==> config.mk <==
export PLATFORM = sky130hd
export DESIGN_NAME = multizone_timekeeper
export DESIGN_NICKNAME = d
export VERILOG_FILES = /design/src/rtl/multizone_timekeeper_pkg.sv /design/src/rtl/multizone_timekeeper_btn_edge_sync.sv /design/src/rtl/multizone_timekeeper.sv
export SDC_FILE = /design/constraint.sdc
export NUM_CORES = 1
export LEC_CHECK = 0
export CAP_MARGIN = 40
export CORE_ASPECT_RATIO = 0.9
export CORE_MARGIN = 4
export CORE_UTILIZATION = 35
export CTS_BUF_LIST = sky130_fd_sc_hd__clkbuf_8
export CTS_CLUSTER_SIZE = 24
export DETAILED_ROUTE_END_ITERATION = 10
export GPL_ROUTABILITY_DRIVEN = 1
export SYNTH_ARGS = -nofsm -noshare
export SYNTH_HDL_FRONTEND = slang
export SYNTH_SLANG_ARGS = --single-unit
==> constraint.sdc <==
create_clock -name clk100hz -period 16.9 [get_ports clk100hz]
set_clock_uncertainty 0.1 [all_clocks]
set_input_delay 2.535 -clock clk100hz [delete_from_list [all_inputs] [get_ports clk100hz]]
set_output_delay 2.535 -clock clk100hz [all_outputs]
set_load 0.05 [all_outputs]
==> src/rtl/multizone_timekeeper_pkg.sv <==
// Shared types, constants and helpers for the multi-zone timekeeper.
package multizone_timekeeper_pkg;

  typedef enum logic [1:0] {
    RUN        = 2'd0,
    SET_HOUR   = 2'd1,
    SET_MIN    = 2'd2,
    SET_OFFSET = 2'd3
  } state_t;

  localparam int MIN_PER_DAY  = 1440;
  localparam int SEC_PER_MIN  = 60;
  localparam int MIN_PER_HOUR = 60;
  localparam int HOUR_PER_DAY = 24;

  // Signed zone offset, counted in OFFSET_STEP_MIN steps.
  typedef logic signed [6:0] offset_t;

  // Modular +/-1 on a 0..top field; simultaneous inc and dec cancel.
  function automatic logic [5:0] step_mod(input logic [5:0] v, input logic [5:0] top,
                                          input logic inc, input logic dec);
    logic [5:0] r;
    r = v;
    if (inc && !dec)      r = (v == top) ? 6'd0 : v + 6'd1;
    else if (dec && !inc) r = (v == 6'd0) ? top : v - 6'd1;
    return r;
  endfunction

endpackage

==> src/rtl/multizone_timekeeper_btn_edge_sync.sv <==
// Two-flop synchroniser plus rising-edge detect: one event per button press.
module btn_edge_sync (
  input  logic clk100hz,
  input  logic reset,
  input  logic btn_i,
  output logic event_o
);

  logic [1:0] sync_q;
  logic       prev_q;

  // NOTE: sequential state uses non-blocking assignments so every flop samples pre-edge values.
  always_ff @(posedge clk100hz or posedge reset) begin
    if (reset) begin
      sync_q <= 2'b00;
      prev_q <= 1'b0;
    end else begin
      sync_q <= {sync_q[0], btn_i};
      prev_q <= sync_q[1];
    end
  end

  assign event_o = sync_q[1] & ~prev_q;

endmodule

==> src/rtl/multizone_timekeeper.sv <==
// UTC base clock with NUM_ZONES offset local views, button-driven set mode and day-carry strobes.
// Optional blinking of edited digits is enabled with `define MULTIZONE_TIMEKEEPER_BLINK_EN.
module multizone_timekeeper
  import multizone_timekeeper_pkg::*;
#(
  parameter  int NUM_ZONES        = 2,
  parameter  int TICKS_PER_SEC    = 100,
  parameter  int OFFSET_STEP_MIN  = 15,
  parameter  int MAX_OFFSET_STEPS = 56,
  localparam int ZS_W             = (NUM_ZONES > 1) ? $clog2(NUM_ZONES) : 1
) (
  input  logic                   clk100hz,
  input  logic                   reset,
  input  logic                   btn_mode,
  input  logic                   btn_up,
  input  logic                   btn_down,
  input  logic [ZS_W-1:0]        zone_sel,
  output logic                   tick_1hz,
  output logic [5:0]             seconds,
  output logic [NUM_ZONES*5-1:0] zone_hours,
  output logic [NUM_ZONES*6-1:0] zone_mins,
  output logic [NUM_ZONES-1:0]   day_carry,
  output logic [1:0]             edit_field,
  output logic [1:0]             blink_mask
);

  localparam int              PS_W    = (TICKS_PER_SEC > 1) ? $clog2(TICKS_PER_SEC) : 1;
  localparam logic [PS_W-1:0] PS_LAST = PS_W'(TICKS_PER_SEC - 1);
  localparam offset_t         OFF_MAX = offset_t'(MAX_OFFSET_STEPS);
  localparam offset_t         OFF_MIN = offset_t'(-MAX_OFFSET_STEPS);

  state_t          state_q;
  logic [PS_W-1:0] presc_q, presc_d;
  logic [5:0]      sec_q, sec_d;
  logic [5:0]      min_q, min_d;
  logic [4:0]      hour_q, hour_d;
  offset_t         offset_q [NUM_ZONES];
  offset_t         offset_d [NUM_ZONES];
  logic            mode_ev, up_ev, down_ev;
  logic            tick;
  logic [11:0]     base_mod;

  btn_edge_sync u_sync_mode (.clk100hz(clk100hz), .reset(reset), .btn_i(btn_mode), .event_o(mode_ev));
  btn_edge_sync u_sync_up   (.clk100hz(clk100hz), .reset(reset), .btn_i(btn_up),   .event_o(up_ev));
  btn_edge_sync u_sync_down (.clk100hz(clk100hz), .reset(reset), .btn_i(btn_down), .event_o(down_ev));

  assign tick       = (state_q == RUN) && (presc_q == PS_LAST);
  assign tick_1hz   = tick;
  assign seconds    = sec_q;
  assign edit_field = state_q;

  always_ff @(posedge clk100hz or posedge reset) begin
    if (reset) begin
      state_q <= RUN;
    end else if (mode_ev) begin
      unique case (state_q)
        RUN:        state_q <= SET_HOUR;
        SET_HOUR:   state_q <= SET_MIN;
        SET_MIN:    state_q <= SET_OFFSET;
        SET_OFFSET: state_q <= RUN;
      endcase
    end
  end

  always_comb begin
    // NOTE: every variable gets a default first, so no path leaves one unassigned and no latch is inferred.
    presc_d  = presc_q;
    sec_d    = sec_q;
    min_d    = min_q;
    hour_d   = hour_q;
    offset_d = offset_q;
    unique case (state_q)
      RUN: begin
        if (tick) begin
          presc_d = '0;
          if (sec_q == 6'(SEC_PER_MIN - 1)) begin
            sec_d = '0;
            if (min_q == 6'(MIN_PER_HOUR - 1)) begin
              min_d  = '0;
              hour_d = (hour_q == 5'(HOUR_PER_DAY - 1)) ? 5'd0 : hour_q + 5'd1;
            end else begin
              min_d = min_q + 6'd1;
            end
          end else begin
            sec_d = sec_q + 6'd1;
          end
        end else begin
          presc_d = presc_q + PS_W'(1);
        end
        // A coincident tick keeps its minute carry (matching day_carry); only the sub-minute count restarts.
        if (mode_ev) begin
          presc_d = '0;
          sec_d   = '0;
        end
      end
      SET_HOUR: begin
        if (!mode_ev) hour_d = 5'(step_mod(6'(hour_q), 6'(HOUR_PER_DAY - 1), up_ev, down_ev));
      end
      SET_MIN: begin
        if (!mode_ev) min_d = step_mod(min_q, 6'(MIN_PER_HOUR - 1), up_ev, down_ev);
      end
      SET_OFFSET: begin
        for (int z = 0; z < NUM_ZONES; z++) begin
          if (!mode_ev && (32'(zone_sel) == z)) begin
            if (up_ev && !down_ev && (offset_q[z] < OFF_MAX))
              offset_d[z] = offset_q[z] + offset_t'(1);
            else if (down_ev && !up_ev && (offset_q[z] > OFF_MIN))
              offset_d[z] = offset_q[z] - offset_t'(1);
          end
        end
      end
    endcase
  end

  always_ff @(posedge clk100hz or posedge reset) begin
    if (reset) begin
      presc_q <= '0;
      sec_q   <= '0;
      min_q   <= '0;
      hour_q  <= '0;
      // NOTE: the offset array is tiny and must read 0 after reset, so it is reset like any flop rather than left as uninitialised storage.
      for (int z = 0; z < NUM_ZONES; z++) offset_q[z] <= '0;
    end else begin
      presc_q  <= presc_d;
      sec_q    <= sec_d;
      min_q    <= min_d;
      hour_q   <= hour_d;
      offset_q <= offset_d;
    end
  end

  assign base_mod = 12'(hour_q) * 12'(MIN_PER_HOUR) + 12'(min_q);

  for (genvar z = 0; z < NUM_ZONES; z++) begin : g_zone
    logic [11:0] sum;
    logic [11:0] local_min;

    // The 12-bit sum is exact modulo 4096; the offset sign tells which side of the day it can spill.
    always_comb begin
      sum = base_mod + 12'(int'(offset_q[z]) * OFFSET_STEP_MIN);
      if (offset_q[z][6]) local_min = sum[11] ? sum + 12'(MIN_PER_DAY) : sum;
      else                local_min = (sum >= 12'(MIN_PER_DAY)) ? sum - 12'(MIN_PER_DAY) : sum;
    end

    assign zone_hours[5*z +: 5] = 5'(local_min / 12'(MIN_PER_HOUR));
    assign zone_mins[6*z +: 6]  = 6'(local_min % 12'(MIN_PER_HOUR));
    assign day_carry[z]         = tick && (sec_q == 6'(SEC_PER_MIN - 1)) &&
                                  (local_min == 12'(MIN_PER_DAY - 1));
  end

`ifdef MULTIZONE_TIMEKEEPER_BLINK_EN
  localparam int BLINK_HALF = (TICKS_PER_SEC / 4 > 0) ? TICKS_PER_SEC / 4 : 1;
  localparam int BL_W       = (BLINK_HALF > 1) ? $clog2(BLINK_HALF) : 1;

  logic [BL_W-1:0] blink_cnt_q;
  logic            blink_q;

  always_ff @(posedge clk100hz or posedge reset) begin
    if (reset) begin
      blink_cnt_q <= '0;
      blink_q     <= 1'b0;
    end else if (blink_cnt_q == BL_W'(BLINK_HALF - 1)) begin
      blink_cnt_q <= '0;
      blink_q     <= ~blink_q;
    end else begin
      blink_cnt_q <= blink_cnt_q + BL_W'(1);
    end
  end

  always_comb begin
    blink_mask = 2'b00;
    if (blink_q) begin
      unique case (state_q)
        RUN:        blink_mask = 2'b00;
        SET_HOUR:   blink_mask = 2'b01;
        SET_MIN:    blink_mask = 2'b10;
        SET_OFFSET: blink_mask = 2'b11;
      endcase
    end
  end
`else
  assign blink_mask = 2'b00;
`endif

endmodule

==> results.ini, run 1 <==
[global_route]
antenna_found_initial=0
grt_pass1_vias=7228
grt_max_degree=50
overflow=0
grt_pass1_wl_um=35000
grt_usage_pct=14.6

[clock_tree]
htreeDepth=2
post_cts_buffers=0
clk_latency_ns=0.32
cts_tree=built
cts_max_path_buffers=2
cts_resized=0
cts-buffers-inserted=5
cts_root_buf=clkbuf_8
cts.sinks=49
path_clk_slew_ns=0.10
postCtsHoldBufs=0

[layout]
antenna_cells=0
multi_input_area_mm2=0.00700
syn_to_final_growth_pct=8.93
regArea_mm2=0.00123
layout_commonest_cell=inv_1
mostFrequentLayoutCells=inv_1 (116), ha_1 (105), nand2_1 (82)
drive_above_1_share_pct=7.10
nFillCells=2442
fin_nets=1254

[drt]
drt_wl_total_um=20300
drt-pass1-iter-count=5
ant_nets=0
drc=0
viasPerCell=5.40
first_iter_violations=550
wire_per_inst_um=14.2
vias=7743

[yosys]
avgSynthCellArea_um2=8.21
synth_cell_types=107
synth-edff-count=0
synth_ff_type=dfrtp_1
async_reset_ff_share_pct=100
netlist_area_mm2=0.00883
seq_area_frac_synth_pct=13.9
yosys_warnings=0
ys_top_cells_by_area=ha_1 (15%), dfrtp_1 (14%), fa_1 (10%)
yosysTopAreaCell=ha_1
synth_seq_cells=49
synth_top_area_share_pct=14.9
syn_inst=1075

[setup_path]
rr_startpoint=offset_q[6]
crit_family=adder cells
cp.arrival_ns=11.14
cp_max_fo=11
cp-end-kind=primary output
crit_start=hour_q[0]
cpMaxStageDelayCell=clkdlybuf4s50_1
cpMostUsedCell=fa_1
worstSetupPathType=reg -> out
critPathLaunchType=flop
path_buf_inv=6
critical_path_required_ns=14.27
critPathMaxStageDelay_ns=0.80

[sta]
min_period_ns=13.78
tns_ns=0
timing.fmax_ghz=0.0726
postLayoutSetupSlackWorst_ns=3.12
finalMaxSlewViolations=0
period_share_pct=81.5
setup_viol_count_final=0
max-slew-margin-rel_pct=38.5
tightest_slew_ns=0.923
rsz0062_at_grt=no
hold_viol_final=0

[job]
max_cap_viol_count=0

[worst_hold_path]
min_path_type=reg -> reg
min_from=u_sync_mode.sync_q[0]

[floorplan]
die_y_um=159
initial_core_util_pct=36.0
ios=41
die_x_um=175
core_mm2=0.0245
num_rows=54
dieArea_mm2=0.0278

[place]
gp_congestion=0.882
hpwl_um=16400
io_buffers=38
dp_slack_ns=3.52

[status]
outcome=finished, final reports clean

cells by family after synthesis:
kind of cell,synth area share (%)
compound gates,23.8
xor+xnor,7.04
fa+ha+maj,25.8
buf+inv,6.86
flops,13.9
mux,2.21
other cells,0.0425
simple gates,20.4
synth_stat cells (6+ instances only):
master	instances
inv_1	117
ha_1	105
nand2_1	82
nor2_1	71
o21ai_0	67
a21oi_1	51
dfrtp_1	49
xnor2_1	48
fa_1	46
nand3_1	35
xor2_1	23
nand4_1	22
nor3_1	20
a31oi_1	16
clkbuf_1	16
or3_1	16
and3_1	15
nand2b_1	14
o211ai_1	13
o31ai_1	13
a211oi_1	10
a21o_1	10
o21a_1	10
mux2i_1	9
o21ai_1	9
o21bai_1	9
a211o_1	7
and2_1	7
nor2b_1	7
o31a_1	7
a311oi_1	6
mux2_2	6
or2_2	6
metal layers:
metal / global-route usage [%] / routed length [um] / vias to the layer above
met5: 0 / 0 / -
met4: 1.34 / 98 / 0
met3: 1.50 / 830 / 14
met2: 23.0 / 8870 / 179
met1: 22.4 / 10500 / 3632
li1: - / - / 3918
path summary, 6_finish.rpt:
kind	depth (start not counted)	slack [ns]	end
hold / removal	0	0.26	u_sync_mode.sync_q[1]
max in group asynchronous	3	13.67	offset_q[8]
setup / recovery	35	3.12	zone_mins[10]
setup reg to reg	15	13.26	offset_q[6]
hold reg to reg	0	0.26	u_sync_mode.sync_q[1]
min in group asynchronous	3	2.60	hour_q[4]
metrics by stage:
stage / util (%) / area [um^2] / hold slack (ns) / instances
after floorplan: - / 8830 / 0.231 / 1076
after global placement: 38.7 / 9500 / 0.233 / 1425
after detailed placement: 38.7 / 9500 / 0.236 / 1426
after CTS: 39.2 / 9620 / 0.261 / 1434
after global routing: 39.2 / 9620 / 0.272 / 1434
final: 39.2 / 9620 / 0.258 / 1434
state kept, by name, summed over array words and instances, names as in the netlist, 2 cells and up:
signal,flops
seconds,6
u_sync_down.sync_q,2
u_sync_up.sync_q,2
offset_q,14
edit_field,2
presc_q,7
min_q,6
u_sync_mode.sync_q,2
hour_q,5
worst reg2reg max path, stage by stage, from the launching register on:
cell,delay [ns]
dfrtp_1,0.35
buf_4,0.29
clkinv_1,0.46
ha_1,0.35
nand2_1,0.07
o21ai_0,0.14
buf_2,0.23
fa_1,0.41
a21oi_1,0.21
nor2_1,0.06
nor2_1,0.19
o21bai_1,0.09
a21oi_1,0.20
xnor2_1,0.14
nand2_1,0.09
xnor2_1,0.17
layout make-up:
cell class / count / share of cell area (%)
multi-input cells: 881 / 72.8
flip-flops and latches: 49 / 12.7
inverters: 118 / 4.60
well taps: 336 / 4.37
repair buffers: 42 / 4.24
clock buffers: 5 / 0.715
clock inverters: 3 / 0.520
Power of run 1 is not shown: default switching activity piles up to over one toggle a cycle in this logic, so the estimate is an artifact.
==> run 2, diff against run 1 <==
==> constraint.sdc (replaced) <==
create_clock -name clk100hz -period 11.3 [get_ports clk100hz]
set_clock_uncertainty 0.1 [all_clocks]
set_input_delay 1.695 -clock clk100hz [delete_from_list [all_inputs] [get_ports clk100hz]]
set_output_delay 1.695 -clock clk100hz [all_outputs]
set_load 0.05 [all_outputs]
==> run 2 against run 1 <==
- the run now ends with setup timing left
- setup slack worse by 3.2 ns
- global-route usage is 0.66 points higher
- non-clock buffer count rose by 85
- via count is 4.6% higher
- flip-flop and latch count is the same
- sequential share of layout area down 1.8 points
- cell count rose by 5.9%
- register-to-register slack worse by 5.6 ns
==> results.ini, run 2 (synthesis gave the netlist of run 1 again) <==
[setup_path]
cpMaxStageDelayCell=fa_1
cp_max_fo=5
critPathLaunchType=flop
crit_family=adder cells
cp-end-kind=primary output
cp.arrival_ns=9.58
critical_path_required_ns=9.51
path_buf_inv=9
worstSetupPathType=reg -> out
critPathMaxStageDelay_ns=0.56
cpMostUsedCell=fa_1

[layout]
fin_nets=1339
layout_commonest_cell=inv_1
top_register=offset_q
post-route-util_pct=45.6
largest_reg_flops=14
antenna_cells=0
largest_registers=offset_q: 14 flops, presc_q: 7 flops
drive_above_1_share_pct=25.1
nFillCells=2394
mostFrequentLayoutCells=inv_1 (108), ha_1 (100), buf_4 (79)
syn_to_final_growth_pct=26.7

[clock_tree]
postCtsHoldBufs=0
clk_latency_ns=0.32
cts_root_buf=clkbuf_8
path_clk_slew_ns=0.09
cts_tree=built
cts.sinks=49
htreeDepth=2
cts_max_path_buffers=2
cts-buffers-inserted=5

[floorplan]
initial_core_util_pct=36.0
dieArea_mm2=0.0278
core_mm2=0.0245
die_y_um=159
ios=41
die_x_um=175
num_rows=54

[sta]
max-slew-margin-rel_pct=42.0
rsz0062_at_grt=yes
postLayoutSetupSlackWorst_ns=-0.0798
period_share_pct=101
hold_viol_final=0
tns_ns=-0.185
finalMaxSlewViolations=0
min_period_ns=11.38
timing.fmax_ghz=0.0879
setup_viol_count_final=4
tightest_slew_ns=0.869

[place]
io_buffers=38
gp_congestion=0.908
dp_slack_ns=-0.0528
hpwl_um=17100

[status]
outcome=finished, violations left
violations=setup timing

[drt]
drt_wl_total_um=22500
drt-pass1-iter-count=5
drc=0
ant_nets=0
vias=8100
wire_per_inst_um=14.8
first_iter_violations=590
viasPerCell=5.33

[worst_hold_path]
min_path_type=reg -> reg

[global_route]
overflow=0
grt.busiest_layer=met2
grt_pass1_vias=7532
grtUsageMet1_pct=22.6
grt_max_degree=36
grt_usage_pct=15.2
antenna_found_initial=0
grt.met2_usage_pct=23.7
use_met3_pct=1.97
grt_pass1_wl_um=36300

[job]
max_cap_viol_count=0

==> run 2: cell types whose count changed in the layout (fill, tap and decap cells not counted), sizes merged <==
| cell | delta |
|---|---|
| clkinv | -1 |
| clkinvlp | +1 |
| bufinv | -1 |
| clkdlybuf4s50 | -14 |
| clkbuf | +1 |
| buf | +99 |
==> run 2: final timing paths <==
| path | cells past startpoint | startpoint | endpoint | slack [ns] |
|---|---|---|---|---|
| setup / recovery | 37 | hour_q[2] | zone_mins[10] | -0.08 |
| hold / removal | 0 | u_sync_up.sync_q[0] | u_sync_up.sync_q[1] | 0.26 |
| setup reg to reg | 13 | offset_q[13] | offset_q[13] | 7.63 |
| hold reg to reg | 0 | u_sync_up.sync_q[0] | u_sync_up.sync_q[1] | 0.26 |
| max in group asynchronous | 3 | reset | offset_q[13] | 9.05 |
| min in group asynchronous | 2 | reset | hour_q[3] | 1.55 |
==> run 2: layer usage <==
metal  wire, um  up-vias  share of wire, %
met3        715       27               3.2
met5          0        -                 0
met1      11200     3854                50
met4        323        0               1.4
met2      10200      158                45
li1           -     4061                 -
==> run 2: metrics by stage <==
stage | area (um^2) | instances | hold WS, ns
after floorplan | 8860 | 1076 | 0.231
after global placement | 9920 | 1464 | 0.232
after detailed placement | 9950 | 1467 | 0.237
after CTS | 10500 | 1485 | 0.261
after global routing | 11200 | 1519 | 0.282
final | 11200 | 1519 | 0.258
==> run 2: cell type report <==
class | instances | area (um^2) | area share [%]
multi-input combinational | 881 | 7800 | 69.7
sequential | 49 | 1230 | 11.0
timing repair buffer | 127 | 1200 | 10.7
inverter | 118 | 443 | 3.96
tap | 336 | 420 | 3.76
clock buffer | 6 | 82.6 | 0.738
clock inverter | 2 | 16.3 | 0.145
==> run 2: what timing repair did <==
| action | 4_1_cts | 5_1_grt |
|---|---|---|
| endpoints found under the setup margin | 10 | 12 |
| resized for setup | 73 | 102 |
| setup buffers | 10 | 35 |
| pin swaps | 20 | 68 |
Power of run 2 is left out for the same reason.
==> run 3, diff against run 2 <==
==> constraint.sdc (replaced) <==
create_clock -name clk100hz -period 13.7 [get_ports clk100hz]
set_clock_uncertainty 0.1 [all_clocks]
set_input_delay 2.055 -clock clk100hz [delete_from_list [all_inputs] [get_ports clk100hz]]
set_output_delay 2.055 -clock clk100hz [all_outputs]
set_load 0.05 [all_outputs]
==> run 3 against run 2 <==
- the run now ends clean
- first-iteration DRC count is 21% lower
- register-to-register slack improved by 2.5 ns
- core utilization is 6.1 points lower
- wire length shrank 11%
- flip-flop and latch count did not move
- global-route usage down 1.0 points
- worst hold slack worse by 0.00067 ns
- setup slack improved by 0.76 ns
- cell count shrank 5.3%
- critical path depth decreased by 2
- die area stayed put
- largest cell class unchanged
- highest routed layer unchanged
==> results.ini, run 3 (synthesis gave the netlist of run 1 again) <==
[floorplan]
dieArea_mm2=0.0278
initial_core_util_pct=36.0
core_mm2=0.0245
die_x_um=175
die_y_um=159
ios=41
num_rows=54

[drt]
wl_met1_um=10800
wire_per_inst_um=13.9
dr_wl_met3_um=681
drt-pass1-iter-count=5
vias=7696
drc=0
wl_met2_um=8510
routed.top_layer=met4
drt_wl_total_um=20100
first_iter_violations=469
ant_nets=0
viasPerCell=5.35

[clock_tree]
path_clk_slew_ns=0.10
postCtsHoldBufs=0
cts_tree=built
cts_root_buf=clkbuf_8
htreeDepth=2
cts_max_path_buffers=2
cts-buffers-inserted=5
cts.sinks=49
clk_latency_ns=0.31

[layout]
fin_nets=1258
mostFrequentLayoutCells=inv_1 (116), ha_1 (105), nand2_1 (82)
post-route-util_pct=39.5
layout_commonest_cell=inv_1
largest_reg_flops=14
largest_registers=offset_q: 14 flops, presc_q: 7 flops
top_register=offset_q
drive_above_1_share_pct=7.80
syn_to_final_growth_pct=9.72

[sta]
rsz0062_at_grt=no
min_period_ns=13.02
max-slew-margin-rel_pct=40.3
tns_ns=0
timing.fmax_ghz=0.0768
setup_viol_count_final=0
postLayoutSetupSlackWorst_ns=0.681
tightest_slew_ns=0.895
hold_ws_ns=0.257
finalMaxSlewViolations=0
period_share_pct=95.0
hold_viol_final=0

[status]
outcome=finished, final reports clean

[global_route]
grt_pass1_vias=6940
grt_usage_pct=14.2
grt_pass1_wl_um=34100
overflow=0
grt_max_degree=50
antenna_found_initial=0

[setup_path]
critPathMaxStageDelay_ns=0.83
cp.arrival_ns=10.86
rr_worst_depth=15
cpMaxStageDelayCell=clkdlybuf4s50_1
crit_start=hour_q[0]
rr_startpoint=offset_q[6]
cp_max_fo=11
cp-end-kind=primary output
critical_path_required_ns=11.55
worstSetupPathType=reg -> out
critPathLaunchType=flop

[place]
hpwl_um=16200
dp_slack_ns=0.893
gp_congestion=0.890
io_buffers=38

[worst_hold_path]
holdPathStages=0
min_from=u_sync_down.sync_q[0]
min_path_type=reg -> reg

[job]
max_cap_viol_count=0

[run 3: cell count changes in the layout (fill, tap and decap cells not counted), moves of 11 or more]
cell / change
clkdlybuf4s50_1: +11
o21ai_0: +12
buf_12: -12
buf_4: -72
[run 3: final timing paths]
| kind | slack (ns) | endpoint |
|---|---|---|
| hold reg to reg | 0.26 | u_sync_down.sync_q[1] |
| setup reg to reg | 10.10 | offset_q[6] |
| hold / removal | 0.26 | u_sync_down.sync_q[1] |
| max in group asynchronous | 10.96 | offset_q[12] |
| setup / recovery | 0.68 | zone_mins[5] |
| min in group asynchronous | 2.12 | hour_q[4] |
[run 3: final cells by class]
cell class                      instances  area (um^2)
Fill cell                            2536        14800
Multi-Input combinational cell        881         7030
Sequential cell                        49         1230
Timing Repair Buffer                   46          445
Inverter                              118          443
Tap cell                              336          420
Clock buffer                            5         68.8
Clock inverter                          3         50.0
Antenna cell                            1         2.50
[run 3: metrics by stage]
step	instances	instance area [um^2]
final	1439	9690
after global routing	1438	9690
after CTS	1436	9630
after detailed placement	1428	9520
after global placement	1427	9510
after floorplan	1076	8830
[run 3: per-layer routing]
layer,GRT usage (%),up-vias
li1,-,3929
met1,22.4,3640
met2,21.8,121
met3,1.45,6
met4,1.08,0
met5,0,-
[run 3: critical path: cells and delay by family, from the launching register on]
kind / cells / cell delay [ns]
muxes: 1 / 0.36
DFF: 1 / 0.52
AOI/OAI and AO/OA: 10 / 2.24
xor gates and xnor gates: 1 / 0.27
adders and majority gates: 8 / 3.58
and+or+nand+nor: 9 / 2.42
buffers and inverters: 6 / 1.15
[run 3: what timing repair did]
item | CTS | global route
resized for setup | 0 | 9
setup buffers | 0 | 2
endpoints found under the setup margin | 0 | 6
Power of run 3 is left out for the same reason.
